**src/rtl/forward_scoreboard.sv**
```systemverilog
// Scoreboard-based forwarding and hazard unit.
// Each architectural register carries two countdown counters: cycles until its pending result
// shows up on some result tap (cnt_fwd) and cycles until it is written back (cnt_wb). Decode
// source reads either fall through to the register file, forward from the youngest matching
// tap, or stall decode while the producer's result is not yet forwardable.
module forward_scoreboard #(
  parameter int unsigned XLEN  = 64,
  parameter int unsigned NRD   = 2,
  parameter int unsigned NTAP  = 6,
  parameter int unsigned LAT_W = 3
) (
  input  logic                 clk,
  input  logic                 rst_n,
  input  logic                 issue_valid,
  output logic                 issue_ready,
  input  logic [4:0]           issue_rd,
  input  logic                 issue_wr_en,
  input  logic [LAT_W-1:0]     issue_fwd_lat,
  input  logic [LAT_W-1:0]     issue_wb_lat,
  input  logic [NRD*5-1:0]     rs_addr,
  output logic [NRD*XLEN-1:0]  fwd_data,
  output logic [NRD-1:0]       fwd_sel,
  output logic                 stall,
  input  logic [NTAP-1:0]      tap_valid,
  input  logic [NTAP*5-1:0]    tap_rd,
  input  logic [NTAP*XLEN-1:0] tap_data,
  input  logic                 flush,
  output logic                 fwd_err,
  output logic [31:0]          stall_cnt
);

  // Per-register countdowns; entry 0 is never loaded so x0 stays permanently idle.
  logic [LAT_W-1:0] cnt_fwd_q [32];
  logic [LAT_W-1:0] cnt_fwd_d [32];
  logic [LAT_W-1:0] cnt_wb_q  [32];
  logic [LAT_W-1:0] cnt_wb_d  [32];

  logic [31:0]      pending;
  logic [LAT_W-1:0] issue_lat_min;
  logic             issue_fire;
  logic             err_any;

  logic             fwd_err_q, fwd_err_d;
  logic [31:0]      stall_cnt_q, stall_cnt_d;

  // Pending means a write is still on its way to the register file.
  always_comb begin
    pending = '0;
    for (int r = 0; r < 32; r++) begin
      pending[r] = (r != 0) && (cnt_wb_q[r] != '0);
    end
  end

  // A result can never be forwardable later than it is written back.
  assign issue_lat_min = (issue_fwd_lat < issue_wb_lat) ? issue_fwd_lat : issue_wb_lat;

  // Refuse a younger write that would retire before an older in-flight write to the same rd.
  assign issue_ready = !(issue_wr_en && pending[issue_rd] &&
                         (cnt_wb_q[issue_rd] > issue_wb_lat));

  assign issue_fire = issue_valid && issue_ready && issue_wr_en &&
                      (issue_rd != 5'd0) && !flush;

  // Counter next-state: flush clears, an issue load beats the decrement, otherwise count down.
  always_comb begin
    for (int r = 0; r < 32; r++) begin
      cnt_fwd_d[r] = cnt_fwd_q[r];
      cnt_wb_d[r]  = cnt_wb_q[r];
      if (flush) begin
        cnt_fwd_d[r] = '0;
        cnt_wb_d[r]  = '0;
      end else if (issue_fire && (issue_rd == 5'(r))) begin
        cnt_fwd_d[r] = issue_lat_min;
        cnt_wb_d[r]  = issue_wb_lat;
      end else begin
        if (cnt_fwd_q[r] != '0) cnt_fwd_d[r] = cnt_fwd_q[r] - 1'b1;
        if (cnt_wb_q[r] != '0)  cnt_wb_d[r]  = cnt_wb_q[r] - 1'b1;
      end
    end
  end

  // Per-port operand resolution from pre-issue state; lowest-index tap is the youngest result.
  always_comb begin
    logic [4:0] rs;
    logic       found;
    fwd_data = '0;
    fwd_sel  = '0;
    stall    = 1'b0;
    err_any  = 1'b0;
    rs       = '0;
    found    = 1'b0;
    for (int i = 0; i < NRD; i++) begin
      rs    = rs_addr[5*i +: 5];
      found = 1'b0;
      if (pending[rs]) begin
        fwd_sel[i] = 1'b1;
        if (cnt_fwd_q[rs] != '0) begin
          stall = 1'b1;
        end else begin
          for (int j = 0; j < NTAP; j++) begin
            if (!found && tap_valid[j] && (tap_rd[5*j +: 5] == rs)) begin
              found                   = 1'b1;
              fwd_data[XLEN*i +: XLEN] = tap_data[XLEN*j +: XLEN];
            end
          end
          // Forwardable by the scoreboard but absent from every tap: pipeline bookkeeping bug.
          if (!found) begin
            stall   = 1'b1;
            err_any = 1'b1;
          end
        end
      end
    end
  end

  // Sticky error flag and saturating stall counter survive flush.
  always_comb begin
    fwd_err_d   = fwd_err_q | err_any;
    stall_cnt_d = stall_cnt_q;
    if (stall && (stall_cnt_q != 32'hFFFF_FFFF)) begin
      stall_cnt_d = stall_cnt_q + 32'd1;
    end
  end

  // State registers with synchronous active-low reset; reset takes precedence over flush.
  always_ff @(posedge clk) begin
    if (!rst_n) begin
      cnt_fwd_q   <= '{default: '0};
      cnt_wb_q    <= '{default: '0};
      fwd_err_q   <= 1'b0;
      stall_cnt_q <= '0;
    end else begin
      cnt_fwd_q   <= cnt_fwd_d;
      cnt_wb_q    <= cnt_wb_d;
      fwd_err_q   <= fwd_err_d;
      stall_cnt_q <= stall_cnt_d;
    end
  end

  assign fwd_err   = fwd_err_q;
  assign stall_cnt = stall_cnt_q;

endmodule

```
**config.mk**
```make
export PLATFORM = sky130hd
export DESIGN_NAME = forward_scoreboard
export DESIGN_NICKNAME = d
export VERILOG_FILES = /design/src/rtl/forward_scoreboard.sv
export SDC_FILE = /design/constraint.sdc
export NUM_CORES = 1
export LEC_CHECK = 0
export CORE_AREA = 5 5 237 239
export CTS_CLUSTER_SIZE = 12
export DETAILED_ROUTE_END_ITERATION = 7
export DIE_AREA = 0 0 242 244
export PLACE_DENSITY = 0.68
export SYNTH_ARGS = -nofsm -noshare
export SYNTH_HDL_FRONTEND = slang
export SYNTH_SLANG_ARGS = --single-unit
```
**constraint.sdc**
```tcl
create_clock -name clk -period 6.4 [get_ports clk]
set_input_delay 0.64 -clock clk [delete_from_list [all_inputs] [get_ports clk]]
set_output_delay 0.64 -clock clk [all_outputs]
set_load 0.02 [all_outputs]
```
==> results by group, run 1 <==
Logic synthesis
  – Yosys reg bits: 225
  – Synth Cell Area: 21190 um2
  – Mean Syn Cell Area: 7.524 um2
  – Cells after Synth: 2816
  – Synth Flop Type: dfxtp_1
  – Cell variety after synth: 74
  – Syn Nets: 3396
  – Seq/Total Area, Yosys: 21.26%
  – Post-synth EDFFs: 0
  – Asr flop ratio synth: 0%
  – Number of synthesis warnings: 0

Worst hold path
  – Worst hold path class: register to register

Critical path
  – Crit. End Element: primary output
  – Setup Crit Path Kind: primary input to primary output
  – Critical Path RT: 5760 ps
  – Crit start category: primary input
  – Crit Path Max Fanout: 40
  – Arrival @ worst endpoint: 5280 ps

Routing
  – DR iter-0 viols: 3037
  – Number of remaining DRC errors: 0
  – WL final: 127600 um
  – DR vias/cell: 6.324
  – Number of detailed-route iterations in the first pass: 6
  – Post-DRT Antenna Nets: 0
  – DR vias: 25.60k
  – Routed wire per std cell: 31.52 um

Layout
  – Final cell count without fillers: 4049
  – Fill cell count: 5006
  – Area occupied by multi-input gates: 15300 um2
  – Area growth syn-to-layout: 36.35%
  – Design Area, Final: 28890 um2
  – Register area: 4504 um2
  – Layout cells sized above 1: 6.165%
  – Nets@finish: 3890

Global routing
  – Total GRT Usage: 40.41%
  – Vias in the first global route: 24.14k
  – First-pass GRT wire length: 177400 um
  – Initial antenna violation count: 43
  – Remaining global-route overflow: 0
  – Largest net degree at the start of global routing: 107

CTS
  – Root buffer cell: clkbuf_16
  – TritonCTS Sinks: 225
  – Clk_lat worst skew: 580 ps
  – H-tree depth reported by CTS: 1
  – CTS resizes: 0
  – Cts hold-fix bufs: 0
  – Setup Fix Bufs, Post-CTS: 0
  – CTS tree: done
  – CTS max path bufs: 3
  – Clock transition at the registers of the reported paths: 60 ps
  – TritonCTS buffer count: 26

Die
  – IO Pins: 611
  – Die Wd: 242 um
  – Starting Density: 39.53%
  – Row cnt: 85
  – Die Ht: 244 um
  – Core ar.: 53600 um2
  – Die area: 59050 um2

STA
  – Final Hold Vio Count: 0
  – Setup TNS: 0 ps
  – # setup viols final: 0
  – Final setup skew: 40.80 ps
  – Fmax: 169.0 MHz
  – Slew margin rel.: 11.66%
  – Final worst path period need: 5918 ps
  – Slew Limit Fails: 0
  – Crit share post-route: 92.47%
  – Slew @ Worst Pin: 1315 ps
  – RSZ-0062 raised after global routing: no

Place
  – Placement Cell Area: 27960 um2
  – I/O Buffers: 610
  – Routability cong.: 1.115
  – Hpwl dp: 103300 um
  – Placed cells: 3978

Pwr
  – Total power: 4.284 mW
  – PD cells: 148.3 nW/um2
  – Leak Pwr: 10.08 nW
  – VDD IR-drop max: 0.0001909 V

Outcome
  – Status: finished clean

Run
  – MaxCap Viol Count: 0
==> worst max-delay path, stage by stage <==
cell and delay, ps:
clkdlybuf4s50_1 1230, xor2_1 170, nor4_1 470, nand3_1 270, nor2_4 330, buf_4 540
a22oi_1 120, o21ai_0 310, a221oi_1 100, a21oi_1 320, clkdlybuf4s50_1 700
==> sequential cells by signal, summed over array words and instances (netlist names) <==
register and flops:
cnt_fwd_q 96, cnt_wb_q 96, stall_cnt 32, fwd_err 1
==> cells in the final DEF (no fill, tap or decap), types with 14 or more instances in the layout <==
cell,synthesis,routed
xnor2_1,76,76
nor3_1,47,47
a21oi_1,208,207
inv_1,146,146
nor4_1,25,25
or4_1,16,16
nor2b_1,90,89
dfxtp_1,225,225
nor2_1,300,293
a22oi_1,130,130
buf_4,7,63
a211oi_1,94,94
o21ai_0,185,184
mux4_2,51,51
nand3_1,32,32
diode_2,0,28
xor2_1,55,55
clkdlybuf4s50_1,0,607
o31ai_1,17,17
nand2b_1,21,20
nand2_1,342,340
a221oi_1,130,130
nand4_1,14,14
ha_1,134,134
clkbuf_16,0,26
mux2i_1,147,147
==> metal layers <==
metal  vias up  part of all wire, %  global-route usage (%)
met1     12560                   38                   49.58
met3       254                   12                   15.29
met5         -                 0.17                       0
met4        32                  5.4                   17.94
met2      1562                   44                   63.46
li1      11200                    -                       -
==> final timing paths <==
| path | startpoint | endpoint | slack (ps) | cells after the start |
|---|---|---|---|---|
| worst max-delay path | rs_addr[8] | fwd_data[72] | 480 | 11 |
| worst min-delay path | fwd_err$_SDFF_PN0_ | fwd_err$_SDFF_PN0_ | 480 | 2 |
| worst max register to register | cnt_wb_q[61]$_SDFFE_PP0P_ | cnt_wb_q[43]$_SDFFE_PP0P_ | 2100 | 14 |
| worst min register to register | fwd_err$_SDFF_PN0_ | fwd_err$_SDFF_PN0_ | 480 | 2 |
==> cells in the mapped netlist (6+ instances only) <==
library cell	count	area [um2]
nor2b_1	90	563.0
inv_1	146	548.0
nor4_1	25	156.4
nand2_1	342	1284
or3_1	11	68.82
dfxtp_1	225	4504
a21oi_1	208	1041
a211o_1	6	52.55
nand4_1	14	87.58
o22ai_1	6	37.54
o211ai_1	8	60.06
o31ai_1	17	127.6
nor2_1	300	1126
buf_1	15	56.30
buf_4	7	52.55
mux2i_1	147	1471
nor3b_1	6	45.04
mux4_2	51	1149
xnor2_1	76	665.6
o21ai_0	185	925.9
or4_1	16	120.1
nand3_1	32	160.2
and3_1	10	62.56
nor3_1	47	235.2
buf_2	33	165.2
buf_6	6	67.56
clkbuf_1	154	578.1
xor2_1	55	481.7
nand2b_1	21	131.4
a22oi_1	130	975.9
a211oi_1	94	705.7
a221oi_1	130	1139
ha_1	134	1677
==> kinds of logic (layout without fill, tap and decap cells) <==
logic type      Yosys count  after routing  share of synthesized area, %
compound gates          819            819                         25.53
flops                   225            225                         21.26
xor+xnor                131            131                         5.415
other cells               0             28                             0
simple gates            940            940                         20.34
mux                     201            201                         12.53
fa+ha+maj               134            134                         7.913
buf+inv                 366            875                         7.015
==> where the power goes <==
group	switching [mW]	internal, mW
registers	0.0315	1.43
logic	0.752	0.556
clock network	0.636	0.876
total	1.42	2.86
==> stage by stage <==
step / utilization [%] / setup slack, ps / hold WS (ps)
floorplan: - / 1546 / 487.8
detailed placement: 52.17 / 682.3 / 458.6
finish: 53.90 / 481.7 / 478.8
global placement: 52.17 / 744.2 / 455.7
CTS: 53.77 / 682.7 / 472.6
global route: 53.81 / 461.0 / 529.2
==> final cells by class <==
type	count	share of cell area (%)
Antenna cell	28	0.2425
Clock buffer	38	2.685
Clock inverter	5	0.2772
Inverter	151	1.962
Multi-Input combinational cell	2225	52.95
Sequential cell	225	15.59
Tap cell	696	3.014
Timing Repair Buffer	681	23.28
(Power assumes the default switching activity.)
==> inputs of run 2 (changes only) <==
CAP_MARGIN = 40   (was unset)
SLEW_MARGIN = 10   (was unset)
==> results by group, run 2 (synthesis results as in run 1) <==
STA
  – Setup slack after layout: 649.2 ps
  – Slew @ Worst Pin: 922.1 ps
  – # setup viols final: 0
  – Final setup skew: 26.52 ps
  – Final Hold Vio Count: 0
  – RSZ-0062 raised after global routing: no
  – Hold_ws: 477.4 ps
  – Slew Limit Fails: 0
  – Crit share post-route: 89.86%
  – Fmax: 173.9 MHz
  – Final worst path period need: 5751 ps
  – Setup TNS: 0 ps
  – Slew margin rel.: 38.53%

Pwr
  – Leak Pwr: 10.16 nW
  – NetSw: 1.427 mW
  – VDD IR-drop max: 0.0002197 V
  – Sw Ratio: 33.24%
  – Total power: 4.294 mW
  – Combinational share of power: 30.8%
  – PD cells: 147.8 nW/um2
  – Int Power: 2.866 mW
  – Sequential Power Share: 34.1%
  – Part of the power in the clock network: 35.1%

Global routing
  – Vias in the first global route: 24.35k
  – Remaining global-route overflow: 0
  – Initial antenna violation count: 42
  – First-pass GRT wire length: 178000 um
  – Total GRT Usage: 40.47%
  – Largest net degree at the start of global routing: 107

CTS
  – CTS max path bufs: 3
  – CTS resizes: 0
  – Clock transition at the registers of the reported paths: 60 ps
  – TritonCTS Sinks: 225
  – Cts hold-fix bufs: 0
  – Root buffer cell: clkbuf_16
  – TritonCTS buffer count: 26
  – Clk_lat worst skew: 560 ps
  – Setup Fix Bufs, Post-CTS: 0
  – H-tree depth reported by CTS: 1
  – CTS tree: done

Die
  – Core ar.: 53600 um2
  – Die area: 59050 um2
  – IO Pins: 611
  – Die Wd: 242 um
  – Starting Density: 39.53%
  – Row cnt: 85
  – Die Ht: 244 um

Place
  – I/O Buffers: 610
  – Placed cells: 3987
  – Routability cong.: 1.115
  – Placement Cell Area: 28120 um2
  – Hpwl dp: 103600 um
  – Pre-CTS setup slack: 844.9 ps

Layout
  – Fin util: 54.21%
  – Layout cells sized above 1: 6.503%
  – Final cell count without fillers: 4066
  – Area growth syn-to-layout: 37.14%
  – Design Area, Final: 29060 um2
  – Commonest non-fill, non-tap cells in the layout: 607 x clkdlybuf4s50_1, 340 x nand2_1, 293 x nor2_1
  – Commonest non-fill, non-tap cell in the layout: clkdlybuf4s50_1
  – Nets@finish: 3899

Outcome
  – Status: finished clean

Critical path
  – Crit. End Element: primary output
  – Setup Crit Path Kind: primary input to primary output
  – Arrival @ worst endpoint: 5110 ps
  – Critical Path RT: 5760 ps
  – Crit start category: primary input
  – Crit Path Max Fanout: 35

Routing
  – Number of detailed-route iterations in the first pass: 7
  – Routed wire per std cell: 31.51 um
  – DR iter-0 viols: 3321
  – DR vias: 25.84k
  – Post-DRT Antenna Nets: 0
  – DR vias/cell: 6.354
  – WL final: 128100 um
  – Number of remaining DRC errors: 0

Run
  – MaxCap Viol Count: 0

Worst hold path
  – Worst hold path class: register to register
[run 2: final cells by class]
| class | count | area [um2] |
|---|---|---|
| diodes | 33 | 82.58 |
| clock buffers | 37 | 762.0 |
| clock inverters | 9 | 91.34 |
| fillers | 4961 | 24540 |
| inverters | 151 | 566.8 |
| multi-input cells | 2225 | 15300 |
| flip-flops and latches | 225 | 4504 |
| well taps | 696 | 870.8 |
| repair buffers | 690 | 6883 |
[run 2: power by group through the flow]
stage,Combinational [mW],Clock (mW),Sequential [mW]
2_1_floorplan,0.581,0,1.49
3_3_place_gp,1.24,0,1.49
3_5_place_dp,1.28,0,1.49
4_1_cts,1.29,1.52,1.46
5_1_grt,1.38,1.57,1.47
6_report,1.32,1.51,1.46
[run 2: worst paths after layout]
kind                                   from                    endpoint  slack, ps  cells past startpoint
hold / removal           fwd_err$_SDFF_PN0_          fwd_err$_SDFF_PN0_        480                      2
setup reg to reg  cnt_wb_q[61]$_SDFFE_PP0P_  cnt_fwd_q[58]$_SDFFE_PP0P_       2110                     13
setup / recovery                 rs_addr[4]                fwd_data[15]        650                     11
hold reg to reg          fwd_err$_SDFF_PN0_          fwd_err$_SDFF_PN0_        480                      2
[run 2: critical path, cell delays in order]
cell and delay (ps):
clkdlybuf4s50_1 820, xor2_1 340, nor4_1 580, nand3_1 340, nor2_4 340, buf_4 500, a22oi_1 120, o21ai_0 270
a221oi_1 100, a21oi_1 290, clkdlybuf4s50_1 710
[run 2: per-layer routing]
| layer | vias to the layer above | track usage [%] | part of all wire, % |
|---|---|---|---|
| li1 | 11230 | - | - |
| met1 | 12600 | 49.52 | 38 |
| met2 | 1652 | 62.66 | 43 |
| met3 | 336 | 15.08 | 13 |
| met4 | 20 | 20.46 | 6.5 |
| met5 | - | 0 | 0.11 |
